--- src/rtl/mac_arbiter_if.sv ---
// Bus between the filter engines and the shared multiply-dequantize unit.
// The engines drive the master side and mac_arbiter takes the slave side.
interface mac_arbiter_if #(
  parameter int NUM_REQ    = 4,
  parameter int DATA_WIDTH = 32
);
  logic [NUM_REQ-1:0]                 req;
  logic [NUM_REQ-1:0]                 lock;
  logic [NUM_REQ-1:0][DATA_WIDTH-1:0] op_a;
  logic [NUM_REQ-1:0][DATA_WIDTH-1:0] op_b;
  logic [NUM_REQ-1:0]                 gnt;
  logic [NUM_REQ-1:0]                 res_valid;
  logic [DATA_WIDTH-1:0]              res_data;
  logic                               busy;

  modport master (
    output req, lock, op_a, op_b,
    input  gnt, res_valid, res_data, busy
  );

  modport slave (
    input  req, lock, op_a, op_b,
    output gnt, res_valid, res_data, busy
  );
endinterface

--- src/rtl/mac_arbiter.sv ---
// Round-robin arbiter with burst lock in front of one signed multiply-dequantize
// pipeline. Each result goes back to its issuer PIPE_STAGES cycles after the issue.
//
// state     | meaning
// ST_OPEN   | no owner; round-robin search starts at r_ptr
// ST_LOCKED | r_own holds the unit; only r_own can be granted
module mac_arbiter #(
  parameter int NUM_REQ     = 4,
  parameter int DATA_WIDTH  = 32,
  parameter int QUANT_BITS  = 10,
  parameter int PIPE_STAGES = 2
) (
  input  logic          clock,
  input  logic          reset,
  mac_arbiter_if.slave  bus
);

  localparam int IDX_W = $clog2(NUM_REQ);
  localparam int PW    = 2 * DATA_WIDTH;
  localparam logic signed [PW-1:0] ROUND_BIAS =
    (PW'(1) << QUANT_BITS) - PW'(1);

  typedef enum logic {ST_OPEN, ST_LOCKED} state_t;

  state_t           r_state, w_state_nxt;
  logic [IDX_W-1:0] r_ptr, w_ptr_nxt;
  logic [IDX_W-1:0] r_own, w_own_nxt;

  logic [NUM_REQ-1:0] w_gnt;
  logic               w_issue;
  logic [IDX_W-1:0]   w_win;
  int                 w_j;

  logic signed [PW-1:0]   w_a_ext, w_b_ext, w_prod, w_adj, w_quot;
  logic [DATA_WIDTH-1:0]  w_res;

  logic [PIPE_STAGES-1:0] r_pipe_v;
  logic [IDX_W-1:0]       r_pipe_idx  [PIPE_STAGES];
  logic [DATA_WIDTH-1:0]  r_pipe_data [PIPE_STAGES];

  // Grant selection; gnt is held at zero during reset so nothing issues.
  always_comb begin
    w_gnt   = '0;
    w_issue = 1'b0;
    w_win   = '0;
    w_j     = 0;
    if (!reset) begin
      if (r_state == ST_LOCKED) begin
        if (bus.req[r_own]) begin
          w_issue = 1'b1;
          w_win   = r_own;
        end
      end else begin
        for (int k = 0; k < NUM_REQ; k++) begin
          w_j = int'(r_ptr) + k;
          if (w_j >= NUM_REQ) w_j = w_j - NUM_REQ;
          if (!w_issue && bus.req[w_j]) begin
            w_issue = 1'b1;
            w_win   = IDX_W'(w_j);
          end
        end
      end
      if (w_issue) w_gnt[w_win] = 1'b1;
    end
  end

  always_comb begin
    w_state_nxt = r_state;
    w_own_nxt   = r_own;
    w_ptr_nxt   = r_ptr;
    if (w_issue) begin
      w_ptr_nxt = (w_win == IDX_W'(NUM_REQ - 1)) ? '0 : w_win + 1'b1;
      if (bus.lock[w_win]) begin
        w_state_nxt = ST_LOCKED;
        w_own_nxt   = w_win;
      end else begin
        w_state_nxt = ST_OPEN;
      end
    end else if (r_state == ST_LOCKED && !bus.lock[r_own]) begin
      w_state_nxt = ST_OPEN;
    end
  end

  always_ff @(posedge clock) begin
    if (reset) begin
      r_state <= ST_OPEN;
      r_ptr   <= '0;
      r_own   <= '0;
    end else begin
      r_state <= w_state_nxt;
      r_ptr   <= w_ptr_nxt;
      r_own   <= w_own_nxt;
    end
  end

  // Negative products get a bias before the shift so the quotient truncates toward zero.
  always_comb begin
    w_a_ext = {{DATA_WIDTH{bus.op_a[w_win][DATA_WIDTH-1]}}, bus.op_a[w_win]};
    w_b_ext = {{DATA_WIDTH{bus.op_b[w_win][DATA_WIDTH-1]}}, bus.op_b[w_win]};
    w_prod  = w_a_ext * w_b_ext;
    w_adj   = w_prod[PW-1] ? (w_prod + ROUND_BIAS) : w_prod;
    w_quot  = w_adj >>> QUANT_BITS;
    w_res   = w_quot[DATA_WIDTH-1:0];
  end

  always_ff @(posedge clock) begin
    if (reset) begin
      r_pipe_v <= '0;
    end else begin
      r_pipe_v[0] <= w_issue;
      for (int s = 1; s < PIPE_STAGES; s++) r_pipe_v[s] <= r_pipe_v[s-1];
    end
  end

  always_ff @(posedge clock) begin
    r_pipe_idx[0]  <= w_win;
    r_pipe_data[0] <= w_res;
    for (int s = 1; s < PIPE_STAGES; s++) begin
      r_pipe_idx[s]  <= r_pipe_idx[s-1];
      r_pipe_data[s] <= r_pipe_data[s-1];
    end
  end

  always_comb begin
    bus.gnt       = w_gnt;
    bus.res_valid = '0;
    bus.res_data  = '0;
    bus.busy      = !reset && (|r_pipe_v);
    if (!reset && r_pipe_v[PIPE_STAGES-1]) begin
      bus.res_valid[r_pipe_idx[PIPE_STAGES-1]] = 1'b1;
      bus.res_data = r_pipe_data[PIPE_STAGES-1];
    end
  end

endmodule

--- src/flat_wrapper.sv ---
// flat-port wrapper written by rule: the top's interface ports become plain ports
module mac_arbiter_flat 
#(
  parameter int NUM_REQ     = 4,
  parameter int DATA_WIDTH  = 32,
  parameter int QUANT_BITS  = 10,
  parameter int PIPE_STAGES = 2
)
  (clock, reset, bus_req, bus_lock, bus_op_a, bus_op_b, bus_gnt, bus_res_valid, bus_res_data, bus_busy);
  mac_arbiter_if #(.NUM_REQ(NUM_REQ), .DATA_WIDTH(DATA_WIDTH)) bus_i ();
  input  logic clock;
  input  logic reset;
  input wire logic [$bits(bus_i.req)-1:0] bus_req;
  input wire logic [$bits(bus_i.lock)-1:0] bus_lock;
  input wire logic [$bits(bus_i.op_a)-1:0] bus_op_a;
  input wire logic [$bits(bus_i.op_b)-1:0] bus_op_b;
  output wire logic [$bits(bus_i.gnt)-1:0] bus_gnt;
  output wire logic [$bits(bus_i.res_valid)-1:0] bus_res_valid;
  output wire logic [$bits(bus_i.res_data)-1:0] bus_res_data;
  output wire logic [$bits(bus_i.busy)-1:0] bus_busy;
  assign bus_i.req = bus_req;
  assign bus_i.lock = bus_lock;
  assign bus_i.op_a = bus_op_a;
  assign bus_i.op_b = bus_op_b;
  assign bus_gnt = bus_i.gnt;
  assign bus_res_valid = bus_i.res_valid;
  assign bus_res_data = bus_i.res_data;
  assign bus_busy = bus_i.busy;
  mac_arbiter #(.NUM_REQ(NUM_REQ), .DATA_WIDTH(DATA_WIDTH), .QUANT_BITS(QUANT_BITS), .PIPE_STAGES(PIPE_STAGES)) u_core (.clock(clock), .reset(reset), .bus(bus_i));
endmodule
--- config.mk ---
export PLATFORM = sky130hd
export DESIGN_NAME = mac_arbiter_flat
export DESIGN_NICKNAME = d
export VERILOG_FILES = /design/src/rtl/mac_arbiter_if.sv /design/src/rtl/mac_arbiter.sv /design/src/flat_wrapper.sv
export SDC_FILE = /design/constraint.sdc
export NUM_CORES = 2
export LEC_CHECK = 0
export CAP_MARGIN = 30
export CORE_MARGIN = 5
export CORE_UTILIZATION = 50
export CTS_CLUSTER_SIZE = 16
export DETAILED_ROUTE_END_ITERATION = 8
export GPL_ROUTABILITY_DRIVEN = 0
export HOLD_SLACK_MARGIN = 0.15
export PLACE_DENSITY_LB_ADDON = 0.05
export SYNTH_ARGS = -nofsm -noshare
export SYNTH_HDL_FRONTEND = slang
export SYNTH_SLANG_ARGS = --single-unit
--- constraint.sdc ---
create_clock -name clock -period 18.2 [get_ports clock]
set_clock_uncertainty 0.05 [all_clocks]
set_input_delay 3.64 -clock clock [delete_from_list [all_inputs] [get_ports clock]]
set_output_delay 3.64 -clock clock [all_outputs]
set_load 0.05 [all_outputs]
# --- Yosys cells after proc, flatten, opt, wreduce, memory -nomap -nowiden ---
# Memories as Yosys holds them, arrays and structs flattened.
# Cells that the tools add are included.
totals:
  ff_bits: 7
  ram_bits: 68
  input_bits: 266
  out_inout_bits: 41
  elab_cells: 116
  memories: 2
op_classes:
  addsub: 9
  n_mul: 1
  order_cmp: 14
  n_eq_ne: 1
  muxes: 69
  reduce_logical: 16
memory_table:
  columns: ["memory", "words", "width", "read_ports", "rd_ports_with_merged_regs", "wr", "line", "text"]
  rows:
  - ["u_core.r_pipe_data", 2, 32, 2, 0, 2, "mac_arbiter.sv:39", "logic [DATA_WIDTH-1:0] r_pipe_data [PIPE_STAGES];"]
  - ["u_core.r_pipe_idx", 2, 2, 2, 0, 2, "mac_arbiter.sv:38", "logic [IDX_W-1:0] r_pipe_idx [PIPE_STAGES];"]
ops:
  columns: ["cell", "n"]
  rows:
  - ["$mux W32", 15]
  - ["$bmux W32 S2", 2]
  - ["$lt A32 B4 Y1 const B", 4]
  - ["$ge A32 B4 Y1 const B", 3]
  - ["$sub A32 B4 Y32 const B", 3]
  - ["$mul A32 B32 Y64", 1]
  - ["$add A42 B11 Y42 const B", 1]
  - ["$mux W42", 1]
  - ["$mux W1", 30]
  - ["$mux W2", 9]
  - ["$bmux W1 S2", 7]
  - ["$lt A2 B3 Y1 const B", 4]
  - ["$mux W4", 3]
  - ["$logic_and A1 B1 Y1", 8]
  - ["$add A2 B2 Y3 const B", 2]
  - ["$logic_not A1 Y1", 5]
  - ["$demux W1 S2", 2]
  - ["$ge A2 B1 Y1 const B", 2]
  - ["$sub A2 B3 Y4 const B", 1]
  - ["$add A2 B1 Y3 const B", 1]
  - ["$ge A2 B3 Y1 const B", 1]
  - ["$add A2 B1 Y2 const B", 1]
  - ["$eq A2 B2 Y1 const B", 1]
  - ["$reduce_and A2 Y1", 1]
  - ["other kinds (2)", 2]

# --- Depth between registers and ports, before layout ---
logic_depth:
  depth_word: 31
  mapped_depth: 42
  mapped_depth_nobuf: 38

# --- Worst setup path before layout ---
# Ideal clock, no wire load.
synth_timing:
  kind: "input to register"
  start: "input port bus_req[1]"
  end: "memory u_core.r_pipe_data[0][7]"
  setup_time_ns: 0.125
  arrival_ns: 13.598
  t_required_ns: 18.025
  slack_ns: 4.427
  cell_stages: 34
  path_buffers: 5
  path_cell_list: "buf_2 -> or4_1 -> a2bb2oi_1 -> a211o_1 -> nand4_1 -> buf_2 -> buf_2 -> mux2i_1 -> o21a_1 -> clkbuf_1 -> clkbuf_1 -> nor2_1 -> fa_1 -> fa_1 -> fa_1 -> fa_1 -> inv_1 -> fa_1 -> fa_1 -> fa_1 -> fa_1 -> inv_1 -> ha_1 -> nand4_1 -> nor3_1 -> nand4_1 -> a211oi_1 -> o211ai_1 -> a21o_1 -> a211oi_4 -> nand3_2 -> nor4_4 -> mux2i_1 -> xnor2_1"
synth_rtl:
  columns: ["element", "line", "text"]
  rows:
  - ["start, declared", "flat_wrapper.sv:13", "input wire logic [$bits(bus_i.req)-1:0] bus_req;"]
  - ["end, declared", "mac_arbiter.sv:39", null]

==> flow_summary.toml <==
[clock_network]
cts_buffers = 9
hold_buffers = 0
ctsHtreeMaxLevel = 3
clock_latency_ns = 0.41
clock_path_buffers = 2
clock_sinks = 75
cts_root_buf = "clkbuf_16"
clk_pin_slew_ns = 0.09
cts_tree = "built"
postCtsResizedCells = 0
cts_setup_buffers = 0

[setup_path]
cp-end-kind = "flip-flop"
worst_path_dominant_cell_family = "adder cells"
worstPathRequired_ns = 18.48
crit_path_top_delay_cell = "a211oi_4"
cp_num_buf_inv = 9
max_stage_delay_ns = 0.77
crit_fanout = 96
start_kind = "input pin"
crit_type = "input pin to flip-flop"
cp_common_cell = "fa_1"
cp.arrival_ns = 16.37
path_depth = 36
reg2reg_depth = 35

[floorplan]
die_x_microns = 293
core_sq_um = 79100
ioPinCount = 307
die_area_sq_um = 85800
rows = 103
initial_core_util_pct = 50.6
die_h_microns = 293

[synth]
syn_area_sq_um = 40000
synthArstFlopShare_pct = 0
synthFlopType = "dfxtp_1"
ys_warn_count = 0
synth_edf_count = 0
avgSynthCellArea_sq_um = 8.96
synth_seq_cells = 75
synth-seq-area-share_pct = 3.75
syn-num-nets = 6000
syn_inst = 4468
synth_cell_types = 85

[global_route]
grt_usage_pct = 33.6
globalRoute.totalOverflow = 0
grt_max_degree = 97
grt_antenna_before_repair = 8
grt_pass1_wl_microns = 215000
first_global_vias = 34995

[timing]
rsz0062_at_grt = "false"
hold_viol = 0
slew_headroom_pct = 25.9
timing.fmax_ghz = 0.0621
period_minus_slack_ns = 16.10
setup_viol = 0
worst_slew_pin_slew_ns = 1.10
finalMaxSlewViolations = 0
final.period_utilization_pct = 88.4
tns_ns = 0

[flow_run]
max_cap_viol_count = 0

[layout]
area_delta_synth_final_pct = 12.6
stdcell_area_sq_um = 45100
drive_gt1_share_pct = 4.75
fin_nets = 6225

[placement]
numPortBuffers = 306
dpl_cell_area_sq_um = 44800
dpl.hpwl_microns = 117000

[route]
wl_microns = 140000
dr.pass1.iters = 5
drt_iter0_drc = 2267
vias = 31751
avgRoutedWirePerCell_microns = 24.4
drc = 0
ant_nets = 0
routed_via_density = 5.52

[outcome]
status = "finished, final reports clean"

[worst_hold_path]
min_delay_path_depth = 0
hold_class = "flip-flop to flip-flop"
## stage by stage
stage                     setup slack (ns)  cells  utilization (%)  hold slack (ns)
after floorplan                       4.43   4468                -            0.260
after global placement               0.643   5720             56.3            0.261
after detailed placement              1.89   5731             56.6            0.262
after CTS                             2.29   5746             56.9            0.269
after global routing                  1.54   5747             57.0            0.274
final                                 2.10   5748             57.0            0.263
## cell type report
class / count / area (sq um)
Tap cell: 1050 / 1310
Inverter: 1032 / 3880
Timing Repair Buffer: 440 / 4200
Clock inverter: 6 / 65.1
Antenna cell: 1 / 2.50
Multi-Input combinational cell: 3135 / 33900
Sequential cell: 75 / 1500
Clock buffer: 9 / 225
Fill cell: 7394 / 34100
## cells in the final DEF (no fill, tap or decap), drive strengths merged, types with 12 or more instances in the layout
cell,instances
buf,134
nor2b,12
nand4,15
o211ai,17
and2,54
xor2,19
mux2i,74
dfxtp,75
xnor2,58
a211oi,13
ha,184
o21a,68
inv,1033
nor2,591
nand3,18
nor3,21
a22o,56
or2,13
o21ai,95
clkdlybuf4s50,306
nand2,558
a21oi,48
a21o,13
fa,1082
## registers in the layout (all words and copies together), names as in the netlist
register	flops
u_core.r_own	2
u_core.r_pipe_data	64
u_core.r_pipe_idx	4
u_core.r_pipe_v	2
u_core.r_ptr	2
u_core.r_state	1
## metal layers
metal / vias up / wire (microns) / global-route usage [%]
li1: 13611 / - / -
met1: 16239 / 51700 / 41.1
met2: 1463 / 66500 / 56.0
met3: 438 / 11600 / 7.20
met4: 0 / 10300 / 18.6
met5: - / 0 / 0
## final timing paths
check | from | slack, ns | endpoint
hold / removal | u_core.r_pipe_data[0][3] | 0.26 | u_core.r_pipe_data[0][35]
setup / recovery | bus_req[1] | 2.10 | u_core.r_pipe_data[0][7]
hold reg to reg | u_core.r_pipe_data[0][3] | 0.26 | u_core.r_pipe_data[0][35]
setup reg to reg | u_core.r_ptr[1] | 5.42 | u_core.r_pipe_data[0][7]
## synth_stat cells (4+ instances only)
| cell type | count | share of area (%) |
|---|---|---|
| clkbuf_1 | 166 | 1.6 |
| nor4_1 | 5 | 0.078 |
| a21oi_1 | 48 | 0.60 |
| a211oi_1 | 10 | 0.19 |
| o21ai_0 | 59 | 0.74 |
| and2_1 | 53 | 0.83 |
| o211ai_1 | 16 | 0.30 |
| xor2_1 | 19 | 0.42 |
| o21ai_1 | 35 | 0.44 |
| o31ai_1 | 4 | 0.075 |
| ha_1 | 184 | 5.8 |
| nand2b_1 | 11 | 0.17 |
| nand4_1 | 14 | 0.22 |
| xnor2_1 | 58 | 1.3 |
| buf_1 | 26 | 0.24 |
| nand2_1 | 557 | 5.2 |
| a31oi_1 | 4 | 0.063 |
| a211o_1 | 4 | 0.088 |
| a21o_1 | 13 | 0.24 |
| nor3_1 | 19 | 0.24 |
| buf_2 | 31 | 0.39 |
| or2_2 | 13 | 0.20 |
| nand3_1 | 16 | 0.20 |
| a22o_1 | 56 | 1.2 |
| o21bai_1 | 4 | 0.075 |
| nand3b_1 | 4 | 0.075 |
| mux2i_1 | 74 | 1.9 |
| fa_1 | 1082 | 54 |
| and3_1 | 11 | 0.17 |
| nor2_1 | 591 | 5.5 |
| and4_1 | 4 | 0.088 |
| nor2b_1 | 12 | 0.19 |
| nor3b_1 | 4 | 0.075 |
| dfxtp_1 | 75 | 3.8 |
| a221oi_1 | 8 | 0.18 |
| or3_1 | 5 | 0.078 |
| inv_1 | 1031 | 9.7 |
| o21a_1 | 68 | 1.3 |
## logic make-up after synthesis
| kind of cell | count (synthesis) | share of synthesized area (%) |
|---|---|---|
| flops | 75 | 3.75 |
| buf+inv | 1258 | 11.9 |
| mux | 76 | 1.96 |
| fa+ha+maj | 1266 | 59.9 |
| compound gates | 374 | 6.81 |
| xor+xnor | 77 | 1.68 |
| simple gates | 1342 | 14.0 |
Power is not shown: default switching activity piles up to over one toggle a cycle in this logic, so the estimate is an artifact.
